<file path="config.mk">
export PLATFORM = sky130hd
export DESIGN_NAME = mem_access_seq
export DESIGN_NICKNAME = d
export VERILOG_FILES = /design/src/rtl/mem_access_seq_pkg.sv /design/src/rtl/mem_access_seq_timer.sv /design/src/rtl/mem_access_seq.sv
export SDC_FILE = /design/constraint.sdc
export NUM_CORES = 1
export LEC_CHECK = 0
export ABC_CLOCK_PERIOD_IN_PS = 3640
export BUFFER_PORTS_ARGS = -buffer_cell sky130_fd_sc_hd__buf_2
export CAP_MARGIN = 0
export CORE_UTILIZATION = 50
export DETAILED_ROUTE_END_ITERATION = 10
export HOLD_SLACK_MARGIN = 0.12
export PLACE_DENSITY = 0.81
export SLEW_MARGIN = 20
export SYNTH_ARGS = -nofsm -noshare
export SYNTH_HDL_FRONTEND = slang
export SYNTH_SLANG_ARGS = --single-unit
export TNS_END_PERCENT = 50
</file>
<file path="constraint.sdc">
create_clock -name clk -period 3.64 [get_ports clk]
set_input_delay 0.364 -clock clk [delete_from_list [all_inputs] [get_ports clk]]
set_output_delay 0.364 -clock clk [all_outputs]
set_load 0.005 [all_outputs]
</file>
<file path="src/rtl/mem_access_seq_pkg.sv">
// Shared encodings and helpers for the memory access sequencer.
// Optional feature macro used by the sequencer: MEM_SEQ_TIMEOUT_EN.
package mem_access_seq_pkg;

    typedef enum logic [2:0] {
        IDLE  = 3'd0,
        BEAT0 = 3'd1,
        GAP   = 3'd2,
        BEAT1 = 3'd3,
        FIN   = 3'd4
    } state_t;

    localparam logic [1:0] SIZE_BYTE = 2'b00;
    localparam logic [1:0] SIZE_HALF = 2'b01;
    localparam logic [1:0] SIZE_WORD = 2'b10;

    localparam int unsigned TIMEOUT_CYCLES_DEFAULT = 255;

    // Loads are zero-extended here; sign extension happens downstream.
    function automatic logic [31:0] zext_load(input logic [31:0] d, input logic [1:0] size);
        case (size)
            SIZE_BYTE: return {24'd0, d[7:0]};
            SIZE_HALF: return {16'd0, d[15:0]};
            default:   return d;
        endcase
    endfunction

    function automatic logic misaligned(input logic [1:0] size, input logic [1:0] a);
        case (size)
            SIZE_HALF: return a[0];
            SIZE_WORD: return (a != 2'b00);
            default:   return 1'b0;
        endcase
    endfunction

endpackage

</file>
<file path="src/rtl/mem_access_seq_timer.sv">
// mem_beat_timer: counts beat cycles with MOC low; only built with MEM_SEQ_TIMEOUT_EN.
// Clears whenever the sequencer is outside a beat, so each beat starts from zero.
module mem_beat_timer
    import mem_access_seq_pkg::*;
#(
    parameter int unsigned TIMEOUT_CYCLES = TIMEOUT_CYCLES_DEFAULT
) (
    input  logic clk,
    input  logic rst_n,
    input  logic in_beat,
    input  logic moc,
    output logic expired
);

    localparam int CW = $clog2(TIMEOUT_CYCLES + 1);

    logic [CW-1:0] cnt_q, cnt_d;

    always_comb begin
        cnt_d = '0;
        if (in_beat && !moc) begin
            cnt_d = cnt_q + 1'b1;
        end
    end

    // Fires on the cycle that would make the count reach TIMEOUT_CYCLES.
    assign expired = in_beat && !moc && (cnt_q == CW'(TIMEOUT_CYCLES - 1));

    always_ff @(posedge clk or negedge rst_n) begin
        if (!rst_n) begin
            cnt_q <= '0;
        end else begin
            cnt_q <= cnt_d;
        end
    end

endmodule

</file>
<file path="src/rtl/mem_access_seq.sv">
// Memory access sequencer: latches a decoded access on start, runs one or two MFA/MOC beats, ends with done.
// Define MEM_SEQ_TIMEOUT_EN to add a per-beat MOC timeout reported through err.
module mem_access_seq
    import mem_access_seq_pkg::*;
#(
    parameter int unsigned TIMEOUT_CYCLES = TIMEOUT_CYCLES_DEFAULT
) (
    input  logic        clk,
    input  logic        rst_n,
    input  logic        start,
    input  logic [31:0] addr,
    input  logic        W,
    input  logic        B,
    input  logic        D,
    input  logic        L,
    input  logic [31:0] wdata_lo,
    input  logic [31:0] wdata_hi,
    output logic        busy,
    output logic        done,
    output logic        err,
    output logic [31:0] rdata_lo,
    output logic [31:0] rdata_hi,
    output logic        mem_mfa,
    output logic        mem_rw,
    output logic [1:0]  mem_size,
    output logic [31:0] mem_addr,
    output logic [31:0] mem_wdata,
    input  logic [31:0] mem_rdata,
    input  logic        mem_moc
);

    state_t      state_q, state_d;
    logic [31:0] addr_q, addr_d;
    logic [1:0]  size_q, size_d;
    logic        rw_q, rw_d;
    logic        dbl_q, dbl_d;
    logic        err_q, err_d;
    logic [31:0] wlo_q, wlo_d;
    logic [31:0] whi_q, whi_d;
    logic [31:0] rlo_q, rlo_d;
    logic [31:0] rhi_q, rhi_d;
    logic [1:0]  req_size;
    logic        timeout_hit;

    // Doubleword wins over the other attributes since it always means word beats.
    always_comb begin
        if (D)      req_size = SIZE_WORD;
        else if (B) req_size = SIZE_BYTE;
        else if (W) req_size = SIZE_WORD;
        else        req_size = SIZE_HALF;
    end

`ifdef MEM_SEQ_TIMEOUT_EN
    mem_beat_timer #(
        .TIMEOUT_CYCLES(TIMEOUT_CYCLES)
    ) u_timer (
        .clk     (clk),
        .rst_n   (rst_n),
        .in_beat (mem_mfa),
        .moc     (mem_moc),
        .expired (timeout_hit)
    );
`else
    assign timeout_hit = 1'b0;
`endif

    always_comb begin
        state_d = state_q;
        addr_d  = addr_q;
        size_d  = size_q;
        rw_d    = rw_q;
        dbl_d   = dbl_q;
        err_d   = err_q;
        wlo_d   = wlo_q;
        whi_d   = whi_q;
        rlo_d   = rlo_q;
        rhi_d   = rhi_q;
        case (state_q)
            IDLE: begin
                if (start) begin
                    addr_d  = addr;
                    size_d  = req_size;
                    rw_d    = L;
                    dbl_d   = D;
                    wlo_d   = wdata_lo;
                    whi_d   = wdata_hi;
                    err_d   = misaligned(req_size, addr[1:0]);
                    state_d = misaligned(req_size, addr[1:0]) ? FIN : BEAT0;
                end
            end
            BEAT0: begin
                if (mem_moc) begin
                    if (rw_q) rlo_d = zext_load(mem_rdata, size_q);
                    state_d = dbl_q ? GAP : FIN;
                end else if (timeout_hit) begin
                    err_d   = 1'b1;
                    state_d = FIN;
                end
            end
            GAP:   state_d = BEAT1;
            BEAT1: begin
                if (mem_moc) begin
                    if (rw_q) rhi_d = mem_rdata;
                    state_d = FIN;
                end else if (timeout_hit) begin
                    err_d   = 1'b1;
                    state_d = FIN;
                end
            end
            FIN:     state_d = IDLE;
            default: state_d = IDLE;
        endcase
    end

    always_ff @(posedge clk or negedge rst_n) begin
        if (!rst_n) begin
            state_q <= IDLE;
            addr_q  <= '0;
            size_q  <= '0;
            rw_q    <= 1'b0;
            dbl_q   <= 1'b0;
            err_q   <= 1'b0;
            wlo_q   <= '0;
            whi_q   <= '0;
            rlo_q   <= '0;
            rhi_q   <= '0;
        end else begin
            state_q <= state_d;
            addr_q  <= addr_d;
            size_q  <= size_d;
            rw_q    <= rw_d;
            dbl_q   <= dbl_d;
            err_q   <= err_d;
            wlo_q   <= wlo_d;
            whi_q   <= whi_d;
            rlo_q   <= rlo_d;
            rhi_q   <= rhi_d;
        end
    end

    // Bus outputs decode from registered state only, so they hold steady while MFA is high.
    assign mem_mfa   = (state_q == BEAT0) || (state_q == BEAT1);
    assign mem_addr  = (state_q == BEAT1) ? addr_q + 32'd4 : addr_q;
    assign mem_wdata = (state_q == BEAT1) ? whi_q : wlo_q;
    assign mem_rw    = rw_q;
    assign mem_size  = size_q;
    assign busy      = (state_q != IDLE);
    assign done      = (state_q == FIN);
    assign err       = done && err_q;
    assign rdata_lo  = rlo_q;
    assign rdata_hi  = rhi_q;

endmodule

</file>
# == After elaboration in Yosys (flattened, before gate mapping) ==
# Cells that the tools add are included.
# word_totals
regBits,168
in_bits,136
word_cells,46
# op_classes
n_addsub,1
eq_ne,10
mux,15
n_reduce_logical,10
# ops
cell,count
two-way mux 32 bit,2
one-hot mux 32 bit (2 select lines),1
adder 32 x 3 -> 32 bit (second input constant),1
two-way mux 3 bit,5
one-hot mux 3 bit (4 select lines),1
AND reduction 3 bit,3
== test 3 x 2 -> 1 bit (second input constant),2
two-way mux 2 bit,3
!= test 2 bit (second input constant),3
== test 2 x 1 -> 1 bit (second input constant),2
== test 3 x 1 -> 1 bit (second input constant),1
== test 3 bit (second input constant),1
logical NOT 3 bit,1
nonzero test 3 bit,1
== test 2 bit (second input constant),1
logical NOT 2 bit,1
two-way mux 1 bit,2
one-hot mux 1 bit (2 select lines),1
AND reduction 2 bit,1
nonzero test 2 bit,1
logical AND 1 bit,1
logical OR 1 bit,1

# == Longest topological paths before layout ==
# logic_depth
depth_word,10
mapped_depth,7

# == Worst setup path before layout ==
# No wires, ideal clock.
# synth_timing
kind,register to output
startpoint,register state_q[2]
endpoint,output mem_addr[24]
arrival_time_ns,1.677
path_slack_ns,1.599
stages_incl_launch_ff,6
path_cell_list,dfrtp_1 nand3b_2 or4_1 buf_2 nor3_1 xor2_1
# synth_between
elab_chain_len,2
# synth_rtl
item,line_no,rtl
from (decl),mem_access_seq.sv:32,"state_t state_q, state_d;"
from (signal assigned),mem_access_seq.sv:128,state_q <= state_d;
== test 3 x 2 -> 1 bit,mem_access_seq.sv:143,assign mem_addr = (state_q == BEAT1) ? addr_q + 32'd4 : addr_q;
two-way mux 32 bit,mem_access_seq.sv:143,
to (decl),mem_access_seq.sv:26,"output logic [31:0] mem_addr,"
# No other way between the ends.

# == Worst setup path after layout ==
# layout_timing
startpoint,register state_q[2]
endpoint,output mem_addr[31]
# The elaborated chain is that of the path after synthesis.

==> results.json <==
{
  "die_x_microns": 123,
  "max_freq_mhz": 361,
  "hold_path_depth": 3,
  "vias_per_cell": 5.17,
  "syn_nets": 789,
  "grt_pass1_vias": 5621,
  "syn-instance-count": 652,
  "synth_top_flop_cell": "dfrtp_1",
  "fin_ws_ns": 0.868,
  "port_buffers": 270,
  "ctsHtreeMaxLevel": 4,
  "min_period_ns": 2.77,
  "crit_path_end_kind": "primary output",
  "vias": 5729,
  "place_hpwl_microns": 13100,
  "mostFrequentLayoutCell": "buf_2",
  "path_class": "reg -> out",
  "worstPathRequired_ns": 3.28,
  "slew_headroom": 0.461,
  "place_congestion": 0.858,
  "syn_area_sq_um": 7360,
  "final_max_slew_viol_count": 0,
  "overflow": 0,
  "dieArea_sq_um": 15200,
  "clk_pin_slew_ns": 0.06,
  "grtUsageTotal": 0.248,
  "post_cts_resized": 0,
  "status": "finished clean",
  "grt_max_degree": 106,
  "worstSetupStartpointType": "register",
  "ir_worst_vdd_mv": 0.398,
  "grt_pass1_wl_microns": 28400,
  "num_rows": 43,
  "regArea_sq_um": 4200,
  "drcViolationCount": 0,
  "max_cap_violations": 0,
  "drt-total-wl_microns": 18400,
  "reg2reg_depth": 4,
  "antenna_found_initial": 0,
  "utilization": 0.676,
  "finalCritPeriodShare": 0.762,
  "total_power_mw": 8.38,
  "worstPathMaxFanout": 11,
  "drtIter0Drc": 274,
  "cts.sinks": 168,
  "cts_setup_buffers": 0,
  "final_hold_viol_count": 0,
  "fin_setup_tns_ns": 0,
  "drive_above_1_share": 0.480,
  "layout_common_cells": "269 x buf_2, 187 x nand2_1, 168 x dfrtp_1",
  "start_util": 0.522,
  "cts_buffers": 17,
  "fin_nets": 1052,
  "avgSynthCellArea_sq_um": 11.3,
  "yosysWarnings": 0,
  "synthArstFlopShare": 1.00,
  "rsz0062_at_grt": "no",
  "ant_nets": 0,
  "clk_path_buf_depth": 2,
  "ys_ff_latch": 168,
  "multi_input_area_sq_um": 2960,
  "power.density_nw_per_um2": 878,
  "routedWlPerCell_microns": 16.6,
  "synthDistinctLibCells": 33,
  "synth_edf_count": 0,
  "antenna_cells": 0,
  "cts_root_buffer": "clkbuf_16",
  "yosysSeqAreaShare": 0.571,
  "io_pins": 271,
  "die_h_microns": 123,
  "cts_tree": "yes",
  "dp_slack_ns": 1.33,
  "holdBufCountCts": 1,
  "hold_class": "in -> reg",
  "setup_viol_count_final": 0,
  "dr.pass1.iters": 4,
  "syn_to_final_growth_pct": 29.6,
  "worst_pin_slew_ns": 0.809,
  "skew_ns": 0.00679,
  "cp.arrival_ns": 2.41,
  "clk_latency_ns": 0.42,
  "core-area_sq_um": 14100,
  "nFillCells": 1076,
  "leakagePower_nw": 4.89
}
[kinds of logic after synthesis]
| logic type | count (synthesis) | share of synthesized area |
|---|---|---|
| fa+ha+maj | 1 | 0.00170 |
| simple gates | 270 | 0.160 |
| xor+xnor | 29 | 0.0345 |
| compound gates | 12 | 0.00918 |
| mux | 128 | 0.196 |
| buf+inv | 44 | 0.0276 |
| flops | 168 | 0.571 |
[worst max-delay path: stages, from the launching register on]
cell and delay (ns):
dfrtp_1 0.43, nand3b_2 0.24, nor4_1 0.31, buf_4 0.23
or4b_1 0.47, xnor2_1 0.17, buf_2 0.14
[synthesized netlist by cell type, drive strengths merged (3+ instances only)]
master    n  area, sq um
a21oi     3         15.0
nand3    35          175
or3       5         31.3
xor2      7         61.3
clkbuf   18         67.6
nor4      3         18.8
nand2   187          702
o21ai     6         30.0
inv       7         26.3
and3      4         25.0
and4      3         26.3
nor2      7         28.8
and2      3         18.8
buf      19          109
nand4     9         56.3
mux2    128         1440
nor3      7         35.0
dfrtp   168         4200
xnor2    22          193
[layer usage]
| layer | routed length, microns | GRT usage | vias to the layer above |
|---|---|---|---|
| met5 | 0 | 0 | - |
| met4 | 244 | 0.0843 | 0 |
| met3 | 1490 | 0.0784 | 19 |
| met2 | 9030 | 0.413 | 223 |
| met1 | 7600 | 0.306 | 2775 |
| li1 | - | - | 2712 |
[final timing paths]
path / endpoint / slack (ns) / from
hold reg to reg: rdata_lo[13] / 0.46 / rdata_lo[13]
max in group asynchronous: wlo_q[4] / 2.21 / rst_n
hold / removal: rdata_lo[1] / 0.15 / mem_rdata[1]
setup reg to reg: whi_q[16] / 1.57 / state_q[2]
setup / recovery: mem_addr[31] / 0.87 / state_q[2]
min in group asynchronous: rdata_hi[27] / 0.56 / rst_n
[final cells by class]
class / instances / share of cell area
clock buffer: 21 / 0.0504
clock inverter: 11 / 0.0177
inverter: 7 / 0.00276
multi-input combinational: 440 / 0.311
sequential: 168 / 0.441
tap: 180 / 0.0236
timing repair buffer: 281 / 0.154
[per-stage QoR]
step | hold WS (ns) | cell area, sq um | cells
3_5_place_dp | 0.451 | 8880 | 1075
6_report | 0.154 | 9540 | 1108
5_1_grt | 0.151 | 9540 | 1108
2_1_floorplan | 0.0684 | 7360 | 652
4_1_cts | 0.137 | 9540 | 1108
3_3_place_gp | 0.444 | 8880 | 1075
[state kept, by name, indices dropped and copies added (netlist names)]
name	cells
rdata_lo	32
addr_q	32
dbl_q	1
mem_rw	1
state_q	3
err_q	1
whi_q	32
mem_size	2
wlo_q	32
rdata_hi	32
[where the power goes]
group,internal (mW),switching (mW)
clock network,1.22,0.727
logic,1.63,1.35
registers,2.79,0.656
Note: power is estimated with default switching activity, not from simulation.
